### src/rtl/char_pixel_writer.sv
`default_nettype none
// ============================================================================
// Module   : char_pixel_writer
// Purpose  : Expands one 8x8 text character into 64 pixel writes. Each of the
//            eight glyph rows is fetched from an external glyph ROM (one-cycle
//            read latency) and is then streamed out left to right under a
//            valid/ready handshake.
// Ports    : clk, rst_n              - clock, asynchronous active-low reset
//            req_valid/req_ready     - character draw request handshake
//            char_x/char_y/char_code - character cell and glyph index
//            rom_addr/rom_data       - glyph ROM read port
//            px_valid/px_ready       - pixel write handshake
//            px_x/px_y/px_on         - pixel coordinate and glyph bit
//            done                    - one-cycle pulse after the last pixel
//            err                     - one-cycle pulse on a rejected request
// Config   : CHAR_BOUNDS_CHECK_EN - when defined, requests outside the
//            COLS x ROWS grid are rejected with an err pulse.
// Revision : 1.0 - initial release
// ============================================================================
module char_pixel_writer #(
  parameter int unsigned COLS = 80,
  parameter int unsigned ROWS = 60
) (
  input  logic        clk,
  input  logic        rst_n,
  input  logic        req_valid,
  output logic        req_ready,
  input  logic [7:0]  char_x,
  input  logic [6:0]  char_y,
  input  logic [7:0]  char_code,
  output logic [10:0] rom_addr,
  input  logic [7:0]  rom_data,
  output logic        px_valid,
  input  logic        px_ready,
  output logic [9:0]  px_x,
  output logic [9:0]  px_y,
  output logic        px_on,
  output logic        done,
  output logic        err
);

  typedef enum logic [2:0] {
    S_IDLE  = 3'd0,
    S_FETCH = 3'd1,
    S_WAIT  = 3'd2,
    S_EMIT  = 3'd3,
    S_DONE  = 3'd4
  } state_t;

  localparam logic [8:0] COLS_LIM = 9'(COLS);
  localparam logic [7:0] ROWS_LIM = 8'(ROWS);

  state_t      state_q, state_d;
  // Only seven bits of the column are kept: in-range columns fit, and
  // char_x*8 must fit the 10-bit pixel coordinate anyway.
  logic [6:0]  cx_q, cx_d;
  logic [6:0]  cy_q, cy_d;
  logic [7:0]  code_q, code_d;
  logic [2:0]  row_q, row_d;
  logic [2:0]  col_q, col_d;
  // Glyph row shift register: bit 7 is always the pixel currently on offer.
  logic [7:0]  bits_q, bits_d;
  logic        err_q, err_d;

  logic        oob;
  logic        reject;

  assign oob = ({1'b0, char_x} >= COLS_LIM) || ({1'b0, char_y} >= ROWS_LIM);

`ifdef CHAR_BOUNDS_CHECK_EN
  assign reject = oob;
  assign err    = err_q;
`else
  assign reject = 1'b0;
  assign err    = 1'b0;
  logic unused_ok;
  assign unused_ok = ^{oob, err_q};
`endif

  always_ff @(posedge clk or negedge rst_n) begin
    if (!rst_n) begin
      state_q <= S_IDLE;
      cx_q    <= '0;
      cy_q    <= '0;
      code_q  <= '0;
      row_q   <= '0;
      col_q   <= '0;
      bits_q  <= '0;
      err_q   <= 1'b0;
    end else begin
      state_q <= state_d;
      cx_q    <= cx_d;
      cy_q    <= cy_d;
      code_q  <= code_d;
      row_q   <= row_d;
      col_q   <= col_d;
      bits_q  <= bits_d;
      err_q   <= err_d;
    end
  end

  always_comb begin
    state_d   = state_q;
    cx_d      = cx_q;
    cy_d      = cy_q;
    code_d    = code_q;
    row_d     = row_q;
    col_d     = col_q;
    bits_d    = bits_q;
    err_d     = 1'b0;
    req_ready = 1'b0;
    rom_addr  = '0;
    px_valid  = 1'b0;
    px_x      = '0;
    px_y      = '0;
    px_on     = 1'b0;
    done      = 1'b0;

    case (state_q)
      S_IDLE: begin
        req_ready = 1'b1;
        if (req_valid) begin
          if (reject) begin
            err_d = 1'b1;
          end else begin
            cx_d    = char_x[6:0];
            cy_d    = char_y;
            code_d  = char_code;
            row_d   = '0;
            col_d   = '0;
            state_d = S_FETCH;
          end
        end
      end

      S_FETCH: begin
        rom_addr = {code_q, row_q};
        state_d  = S_WAIT;
      end

      // ROM answers one cycle after the address was presented.
      S_WAIT: begin
        bits_d  = rom_data;
        state_d = S_EMIT;
      end

      S_EMIT: begin
        px_valid = 1'b1;
        // Multiplying by 8 is a concatenation because col/row are 3 bits.
        px_x     = {cx_q, col_q};
        px_y     = {cy_q, row_q};
        px_on    = bits_q[7];
        if (px_ready) begin
          bits_d = {bits_q[6:0], 1'b0};
          col_d  = col_q + 3'd1;
          if (col_q == 3'd7) begin
            if (row_q == 3'd7) begin
              state_d = S_DONE;
            end else begin
              row_d   = row_q + 3'd1;
              state_d = S_FETCH;
            end
          end
        end
      end

      S_DONE: begin
        done    = 1'b1;
        state_d = S_IDLE;
      end

      default: begin
        state_d = S_IDLE;
      end
    endcase
  end

endmodule
`default_nettype wire

### config.mk
export PLATFORM = sky130hd
export DESIGN_NAME = char_pixel_writer
export DESIGN_NICKNAME = d
export VERILOG_FILES = /design/src/rtl/char_pixel_writer.sv
export SDC_FILE = /design/constraint.sdc
export NUM_CORES = 1
export LEC_CHECK = 0
export BUFFER_PORTS_ARGS = -buffer_cell sky130_fd_sc_hd__clkbuf_2
export CAP_MARGIN = 0
export CORE_MARGIN = 3
export CORE_UTILIZATION = 33
export CTS_BUF_LIST = sky130_fd_sc_hd__clkbuf_16
export CTS_CLUSTER_DIAMETER = 40
export CTS_CLUSTER_SIZE = 8
export DETAILED_ROUTE_END_ITERATION = 10
export PLACE_DENSITY = 0.61
export SLEW_MARGIN = 15
export SYNTH_ARGS = -nofsm -noshare
export SYNTH_HDL_FRONTEND = slang
export SYNTH_SLANG_ARGS = --single-unit
### constraint.sdc
create_clock -name clk -period 2.2 [get_ports clk]
set_input_delay 0.11 -clock clk [delete_from_list [all_inputs] [get_ports clk]]
set_output_delay 0.11 -clock clk [all_outputs]
set_load 0.02 [all_outputs]
==> results of run 1 <==
==> cell type report <==
type / count / area [um^2] / area share [%]
clock buffer: 5 / 125 / 4.95
clock inverter: 3 / 15.0 / 0.594
inverter: 11 / 41.3 / 1.63
multi-input combinational: 103 / 888 / 35.1
sequential: 39 / 976 / 38.6
tap: 72 / 90.1 / 3.56
timing repair buffer: 73 / 393 / 15.5
==> power by group <==
| group | switching [W] | total (W) | internal [W] |
|---|---|---|---|
| combinational | 0.000342 | 0.000641 | 0.000300 |
| clock | 0.000260 | 0.000673 | 0.000413 |
| sequential | 0.0000873 | 0.000928 | 0.000840 |
| total | 0.000689 | 0.00224 | 0.00155 |
==> layout by cell type (no fill, tap or decap) <==
master         synthesis  routed
clkbuf_2               0      68
dfrtp_1               39      39
and2_1                31      31
mux2_4                12      12
mux2_2                12      12
inv_1                 11      11
mux2i_1                8       8
o22ai_1                7       7
nor3_1                 5       5
clkbuf_16              0       5
nor2_1                 4       4
ha_1                   4       4
clkinv_2               0       3
buf_4                  2       3
nor2b_1                2       2
nand3_1                2       2
a32o_1                 2       2
nand2_1                2       2
and3b_1                1       1
nand2b_4               1       1
nor4b_4                1       1
or3_4                  1       1
nand2b_1               1       1
a2bb2oi_1              1       1
a211oi_1               1       1
a21oi_1                1       1
a21o_1                 1       1
o211a_1                1       1
o32ai_1                1       1
conb_1                 1       1
dlygate4sd3_1          0       1
buf_12                 0       1
==> Yosys cell counts (all sizes together) <==
library cell / number / area share (%)
ha: 4 / 2.5
or3: 1 / 0.57
nand3: 2 / 0.51
o32ai: 1 / 0.44
a2bb2oi: 1 / 0.44
inv: 11 / 2.1
a21o: 1 / 0.38
dfrtp: 39 / 49
o211a: 1 / 0.51
and2: 31 / 9.8
a211oi: 1 / 0.38
nor3: 5 / 1.3
a21oi: 1 / 0.25
nor4b: 1 / 1.2
nor2b: 2 / 0.63
o22ai: 7 / 2.2
buf: 7 / 3.0
nand2b: 2 / 1.0
and3b: 1 / 0.44
nand2: 2 / 0.38
mux2i: 8 / 4.0
clkbuf: 4 / 0.76
mux2: 24 / 16
nor2: 4 / 0.76
conb: 1 / 0.19
a32o: 2 / 1.0
==> critical path, delay by kind of cell (launching register included) <==
| family | cells | cell delay (ns) |
|---|---|---|
| buffers and inverters | 1 | 0.16 |
| and+or+nand+nor | 3 | 0.85 |
| DFF | 1 | 0.48 |
==> worst paths after layout <==
check	from	end	slack, ns	cells after the start
max in group asynchronous	rst_n	cy_q[1]	1.43	3
worst max register to register	row_q[0]	row_q[2]	0.53	4
worst min-delay path	char_code[2]	code_q[2]	0.07	2
min in group asynchronous	rst_n	bits_q[4]	0.42	3
worst max-delay path	state_q[2]	rom_addr[3]	0.33	4
worst min register to register	code_q[5]	code_q[5]	0.50	1
==> metrics by stage <==
step	hold WS, ns	area [um^2]	power, W	setup slack (ns)	std cells
final	0.0709	2530	0.00224	0.327	306
after global routing	0.0549	2530	0.00242	0.183	306
after CTS	0.0624	2530	0.00228	0.299	306
after detailed placement	0.198	2380	0.00159	0.536	297
after global placement	0.201	2380	0.00158	0.537	297
after floorplan	-0.186	1980	0.00138	0.606	164
==> layer usage <==
metal,vias up,track usage (%),part of all wire [%]
met3,2,3.47,7.5
met2,50,17.9,44
met4,0,3.51,0.91
met5,-,0,0
li1,693,-,-
met1,665,16.4,48
==> flip-flops by register name, indices dropped and copies added, names as in the netlist <==
signal	count
cx_q	7
code_q	8
state_q	3
cy_q	7
bits_q	8
col_q	3
row_q	3
==> cell families after synthesis <==
logic type | Yosys count | share of synthesized area, %
AOI/OAI and AO/OA | 15 | 5.63
other | 1 | 0.189
muxes | 32 | 20.0
and+or+nand+nor | 51 | 16.6
DFF | 39 | 49.3
buffers and inverters | 22 | 5.81
adders and majority gates | 4 | 2.53
==> results.cfg, run 1 <==
[die]
die_h_um = 83.4
start_util_pct = 35.1
die_w_um = 83.4
die_area_um2 = 6960
coreArea_um2 = 5640
rows = 27
io_pins = 71

[clock_network]
cts_root_buffer = clkbuf_16
cts_resized = 0
cts_setup_buffers = 0
cts.clk_slew.worst_paths_ns = 0.06
clkLatencyLatePin_ns = 0.27
cts.path.max_buffers = 2
htreeDepth = 2
clock_sinks = 39
cts_tree = done
numCtsBuffers = 5
hold_buffers = 1

[grt]
antenna_found_initial = 0
grt_pass1_vias = 1428
grt-ovfl-total = 0
grt_max_degree = 40
grt_usage_pct = 11.9
grt_first_pass_wirelength_um = 6800

[route]
viasPerCell = 4.61
wl_per_cell_um = 12.9
vias = 1410
drc = 0
dr.first_iter.drc_count = 50
firstDrtPassIters = 4
drt-total-wl_um = 3960
ant_nets = 0

[yosys]
syn_nets = 203
synth.avg_cell_area_um2 = 12.1
synth_seq_area_share_pct = 49.3
yosys.cell_types.count = 30
yosys_register_bits = 39
yosysWarnings = 0
syn-cell-area_um2 = 1980
syn_inst = 164

[worst_setup_path]
criticalPathCategory = register to primary output
slowest_stage = dfrtp_1
crit_fanout = 11
setup.worst_path.start_class = register
critPathArrivalTime_ns = 1.76
critPathCaptureType = primary output
path_cells = nand2b_4, nor2_1, and2_1, clkbuf_2
crit_required_ns = 2.09
crit_path_max_incr_delay_ns = 0.48

[timing]
final_max_slew_viol_count = 0
timing.fmax_mhz = 534
hold_viol_final = 0
rsz0062_at_grt = false
worstMarginPinSlew_ns = 0.533
period_share_pct = 85.1
period_minus_slack_ns = 1.87
slew_headroom_pct = 64.3
setup_viol = 0
worst_clock_skew_ns = 0.00445
setup_tns_ns = 0

[power]
peakVddDrop_uv = 462
p_leak_nw = 1.32
p_per_area_nw_per_um2 = 887

[job]
max-cap-violations = 0

[cells_and_area]
area_growth_pct = 27.7
antenna_cells = 0
fin_nets = 272
final_core_util_pct = 44.8
drive_gt1_share_pct = 45.7
num-fill-cells = 524

[placement]
gp_congestion = 0.718
dp_hpwl_um = 2790
io_buffers = 68

[outcome]
status = complete, no violations

[hold_path]
hp-class = primary input to register
Power figures use the tool's default switching activity.
==> inputs of run 2 (changes only) <==
ABC_AREA = 1   (was not set)
==> results.cfg, run 2 <==
[yosys]
synth_seq_area_share_pct = 47.3
yosysTopAreaCellShare_pct = 47.3
synth.most_common_cell = nor2_1
async_flop_share_pct = 100
synth_area_leaders = dfrtp_1 47%, nor2_1 10%, a21oi_2 9.8%
yosys-top-cells-count = 57 x nor2_1, 39 x dfrtp_1, 36 x inv_1
yosys_register_bits = 39
syn_nets = 284
syn-cell-area_um2 = 2060
yosys.cell_types.count = 24
synth_edf_count = 0
syn_inst = 245
yosys.area.top_type = dfrtp_1
synth.avg_cell_area_um2 = 8.42
yosysWarnings = 0
synth-main-ff-cell = dfrtp_1

[route]
viasPerCell = 4.42
wl_per_cell_um = 10.7
drt-total-wl_um = 4170
ant_nets = 0
firstDrtPassIters = 4
dr.first_iter.drc_count = 40
vias = 1716
drc = 0

[worst_setup_path]
r2r_start = state_q[0]
crit_required_ns = 2.09
criticalPathCategory = register to primary output
setup.worst_path.start_class = register
critPathLaunch = state_q[0]
critPathCaptureType = primary output
crit_end = rom_addr[0]
r2r_setup_slack_ns = 0.65
crit_fanout = 12
critPathArrivalTime_ns = 1.75
r2r_cells = 7
regToRegEndpoint = row_q[1]

[grt]
grt-ovfl-total = 0
grt_first_pass_wirelength_um = 7270
antenna_found_initial = 0
grt_usage_pct = 12.4
grt_pass1_vias = 1601
grt_max_degree = 45

[cells_and_area]
area_growth_pct = 24.7
reg_top3 = bits_q x8, code_q x8
multiInputGateArea_um2 = 850
final_cell_mix = 68 x clkbuf_2, 57 x nor2_1, 39 x dfrtp_1, 36 x inv_1, 23 x a21oi_2
antenna_cells = 0
num-fill-cells = 629
drive_gt1_share_pct = 37.1
layout_commonest_cell = clkbuf_2
final_core_util_pct = 42.9
fin_nets = 352
seq_area_um2 = 976

[clock_network]
cts_setup_buffers = 0
clock_sinks = 39
cts.path.max_buffers = 2
cts_tree = done
clkLatencyLatePin_ns = 0.27
numCtsBuffers = 5
cts_root_buffer = clkbuf_16
htreeDepth = 2
cts.clk_slew.worst_paths_ns = 0.06

[power]
pwr-share-seq_pct = 32.3
p_sw_w = 0.00154
peakVddDrop_uv = 498
swShare_pct = 43.3
p_int_w = 0.00201
clock_power_share_pct = 18.8
p_leak_nw = 1.42
p_per_area_nw_per_um2 = 1380
combPwrFrac_pct = 48.8

[timing]
setup_viol = 0
final_max_slew_viol_count = 0
worst_slack_ns = 0.344
timing.fmax_mhz = 539
slew_headroom_pct = 65.5
setup_tns_ns = 0
period_minus_slack_ns = 1.86
hold_viol_final = 0
worstMarginPinSlew_ns = 0.515
rsz0062_at_grt = false
worst_clock_skew_ns = 0.00423
period_share_pct = 84.4

[die]
die_area_um2 = 7230
coreArea_um2 = 5990
rows = 28
die_h_um = 85.0
die_w_um = 85.0
start_util_pct = 34.4
io_pins = 71

[outcome]
status = complete, no violations

[job]
max-cap-violations = 0

[placement]
gp_congestion = 0.765
dp_hpwl_um = 3100
dp_slack_ns = 0.601
io_buffers = 68

[hold_path]
hp-class = primary input to register
-- run 2: cell count changes after synthesis, sizes merged, moves of 5 or more --
cell,change
mux2i,-8
and2,-31
o22ai,-5
inv,+27
o21ai,+14
mux2,-24
nand3,+15
nand2,+22
a21oi,+22
nor2,+64
-- run 2: worst min path at each step --
stage / from / endpoint / slack (ns) / cells after the start
after floorplan: rst_n / bits_q[0] / -0.19 / 0
after global placement: rst_n / bits_q[4] / 0.20 / 2
after detailed placement: rst_n / bits_q[3] / 0.21 / 2
after CTS: char_y[3] / cy_q[3] / 0.07 / 3
after global routing: char_x[5] / cx_q[5] / 0.08 / 3
final: char_y[3] / cy_q[3] / 0.07 / 3
-- run 2: layer usage --
layer  track usage [%]  share of wire, %  up-vias
met2              19.7                46       47
met5                 0                 0        -
li1                  -                 -      894
met1              16.6                47      773
met3              3.59               6.5        2
met4              3.02              0.46        0
-- run 2: worst max-delay path, cell delays in order, from the launching register on --
cell      delay, ns
dfrtp_1        0.54
nand3_1        0.45
nor2_1         0.27
clkbuf_2       0.20
-- run 2: power by group through the flow --
stage                     Clock, W  Combinational, W  Sequential (W)
after floorplan                  0           0.00130         0.00111
after global placement           0           0.00175         0.00115
after detailed placement         0           0.00177         0.00116
after CTS                 0.000693           0.00177         0.00115
after global routing      0.000729           0.00196         0.00118
final                     0.000668           0.00173         0.00115
-- run 2: stage by stage --
step / cell area [um^2] / hold slack [ns] / total power (W) / std cells
floorplan: 2060 / -0.186 / 0.00241 / 245
global placement: 2430 / 0.203 / 0.00290 / 380
detailed placement: 2430 / 0.207 / 0.00292 / 380
CTS: 2570 / 0.0683 / 0.00361 / 388
global route: 2570 / 0.0759 / 0.00387 / 388
finish: 2570 / 0.0698 / 0.00354 / 388
-- run 2: cell families (layout without fill, tap and decap cells) --
logic type / after synthesis / after routing / synth area share (%)
AO/OA/AOI/OAI: 40 / 40 / 14.1
adder cells (fa/ha/maj): 4 / 4 / 2.43
buffers and inverters: 49 / 117 / 11.5
flip-flops: 39 / 39 / 47.3
other: 1 / 1 / 0.182
AND/OR/NAND/NOR: 112 / 112 / 24.5
-- run 2: repair_timing --
action,in CTS,in global routing
endpoints found under the setup margin,0,0
hold buffers,1,0
endpoints found under the hold margin,39,0
gates resized for setup,0,0
-- run 2: final cells by class --
| cell class | count | area share (%) |
|---|---|---|
| Sequential cell | 39 | 38.0 |
| Multi-Input combinational cell | 157 | 33.0 |
| Timing Repair Buffer | 72 | 14.5 |
| Inverter | 38 | 5.64 |
| Clock buffer | 5 | 4.87 |
| Tap cell | 75 | 3.65 |
| Clock inverter | 2 | 0.341 |
==> inputs of run 3 (changes only) <==
PLACE_DENSITY = 0.63   (was 0.61)
clock period = 1.5 ns   (was 2.2 ns; I/O delays follow)
==> results.cfg, run 3 (synthesis gave the netlist of run 2 again) <==
[outcome]
status = complete, no violations

[timing]
setup_viol = 0
timing.fmax_mhz = 682
rsz0062_at_grt = true
period_share_pct = 97.7
period_minus_slack_ns = 1.47
final_max_slew_viol_count = 0
worst_clock_skew_ns = 0.00872
worst_slack_ns = 0.0347
hold_viol_final = 0

[clock_network]
cts_root_buffer = clkbuf_16
clkLatencyLatePin_ns = 0.28
numCtsBuffers = 5
cts.clk_slew.worst_paths_ns = 0.06
htreeDepth = 2
cts.path.max_buffers = 2
clock_sinks = 39
cts_tree = done

[grt]
grt_pass1_vias = 1730
grt_max_degree = 45
antenna_found_initial = 0
grt_first_pass_wirelength_um = 7770
grt_usage_pct = 13.1
grt-ovfl-total = 0

[route]
firstDrtPassIters = 4
drc = 0
drt-total-wl_um = 4740
wl_per_cell_um = 11.9
ant_nets = 0
viasPerCell = 4.43
dr.first_iter.drc_count = 58
vias = 1765

[worst_setup_path]
criticalPathCategory = register to primary output
critPathLaunch = state_q[2]
crit_cells = 5
path_cells = buf_4, nor2_4, nand2_2, inv_4, buf_2
crit_path_max_incr_delay_ns = 0.41
crit_family = buffers and inverters
r2r_start = state_q[2]
setup.worst_path.start_class = register
r2r_cells = 7
regToRegEndpoint = code_q[1]
crit_fanout = 4
critPathCaptureType = primary output
crit_required_ns = 1.42
crit_buf_inv = 3
r2r_setup_slack_ns = 0.11
critPathArrivalTime_ns = 1.39
slowest_stage = dfrtp_2

[die]
die_area_um2 = 7230
io_pins = 71
start_util_pct = 34.4
coreArea_um2 = 5990
die_h_um = 85.0
rows = 28
die_w_um = 85.0

[cells_and_area]
multiInputGateArea_um2 = 910
drive_gt1_share_pct = 42.1
seq_area_um2 = 980
design_area_um2 = 2770
area_growth_pct = 34.3
final_cell_mix = 56 x nor2_1, 51 x clkbuf_2, 36 x dfrtp_1, 34 x inv_1, 23 x a21oi_2
layout_commonest_cell = nor2_1
reg_top3 = bits_q x8, code_q x8
antenna_cells = 0
fin_nets = 361
num-fill-cells = 594
final_core_util_pct = 46.2

[hold_path]
hp-class = primary input to register
holdPathStages = 3
hold_start = char_code[7]
holdPathEnd = code_q[7]

[power]
p_per_area_nw_per_um2 = 2040
peakVddDrop_uv = 731
p_leak_nw = 1.49

[placement]
io_buffers = 68
dp_hpwl_um = 3180
gp_congestion = 0.779
dp_slack_ns = 0.0889
placed_area_um2 = 2460

[job]
max-cap-violations = 0
-- run 3: power by group --
part / internal (W) / switching, W
Combinational: 0.00105 / 0.00178
Sequential: 0.00148 / 0.000178
Clock: 0.000775 / 0.000394
Total: 0.00331 / 0.00235
-- run 3: tightest hold or removal path: stages --
cell and delay [ns]:
clkbuf_2 0.08, nor2_1 0.04, a21oi_2 0.08
-- run 3: repair_timing --
| item | in CTS | in global routing |
|---|---|---|
| pin swaps | 0 | 4 |
| setup buffers | 4 | 0 |
| setup endpoints to repair | 30 | 54 |
| gates cloned | 0 | 2 |
| gates resized for setup | 5 | 37 |
| hold buffers | 1 | 0 |
| endpoints found under the hold margin | 15 | 0 |
-- run 3: stage by stage --
step	cells	hold slack (ns)	power, W	setup TNS, ns
finish	398	0.0337	0.00565	0
global route	398	0.0380	0.00615	-0.678
CTS	396	0.0330	0.00558	0
detailed placement	383	0.0523	0.00433	0
global placement	383	0.0438	0.00429	0
floorplan	245	-0.221	0.00353	0
-- run 3: final cells by class --
type	instances	area share [%]
clock buffers	5	4.52
clock inverters	3	1.40
inverters	38	5.33
multi-input cells	158	32.9
flip-flops and latches	39	35.4
well taps	75	3.39
repair buffers	80	17.1
-- run 3: metal layers --
metal | track usage [%] | wire (um) | share of wire (%)
met5 | 0 | 0 | 0
met4 | 3.31 | 46 | 0.97
met3 | 3.59 | 255 | 5.4
met2 | 21.9 | 2270 | 48
met1 | 16.8 | 2170 | 46
-- run 3: how the worst max path moves through the flow --
stage | to
after floorplan | row_q[1]
after global placement | px_x[2]
after detailed placement | cy_q[0]
after CTS | rom_addr[0]
after global routing | px_x[1]
final | req_ready
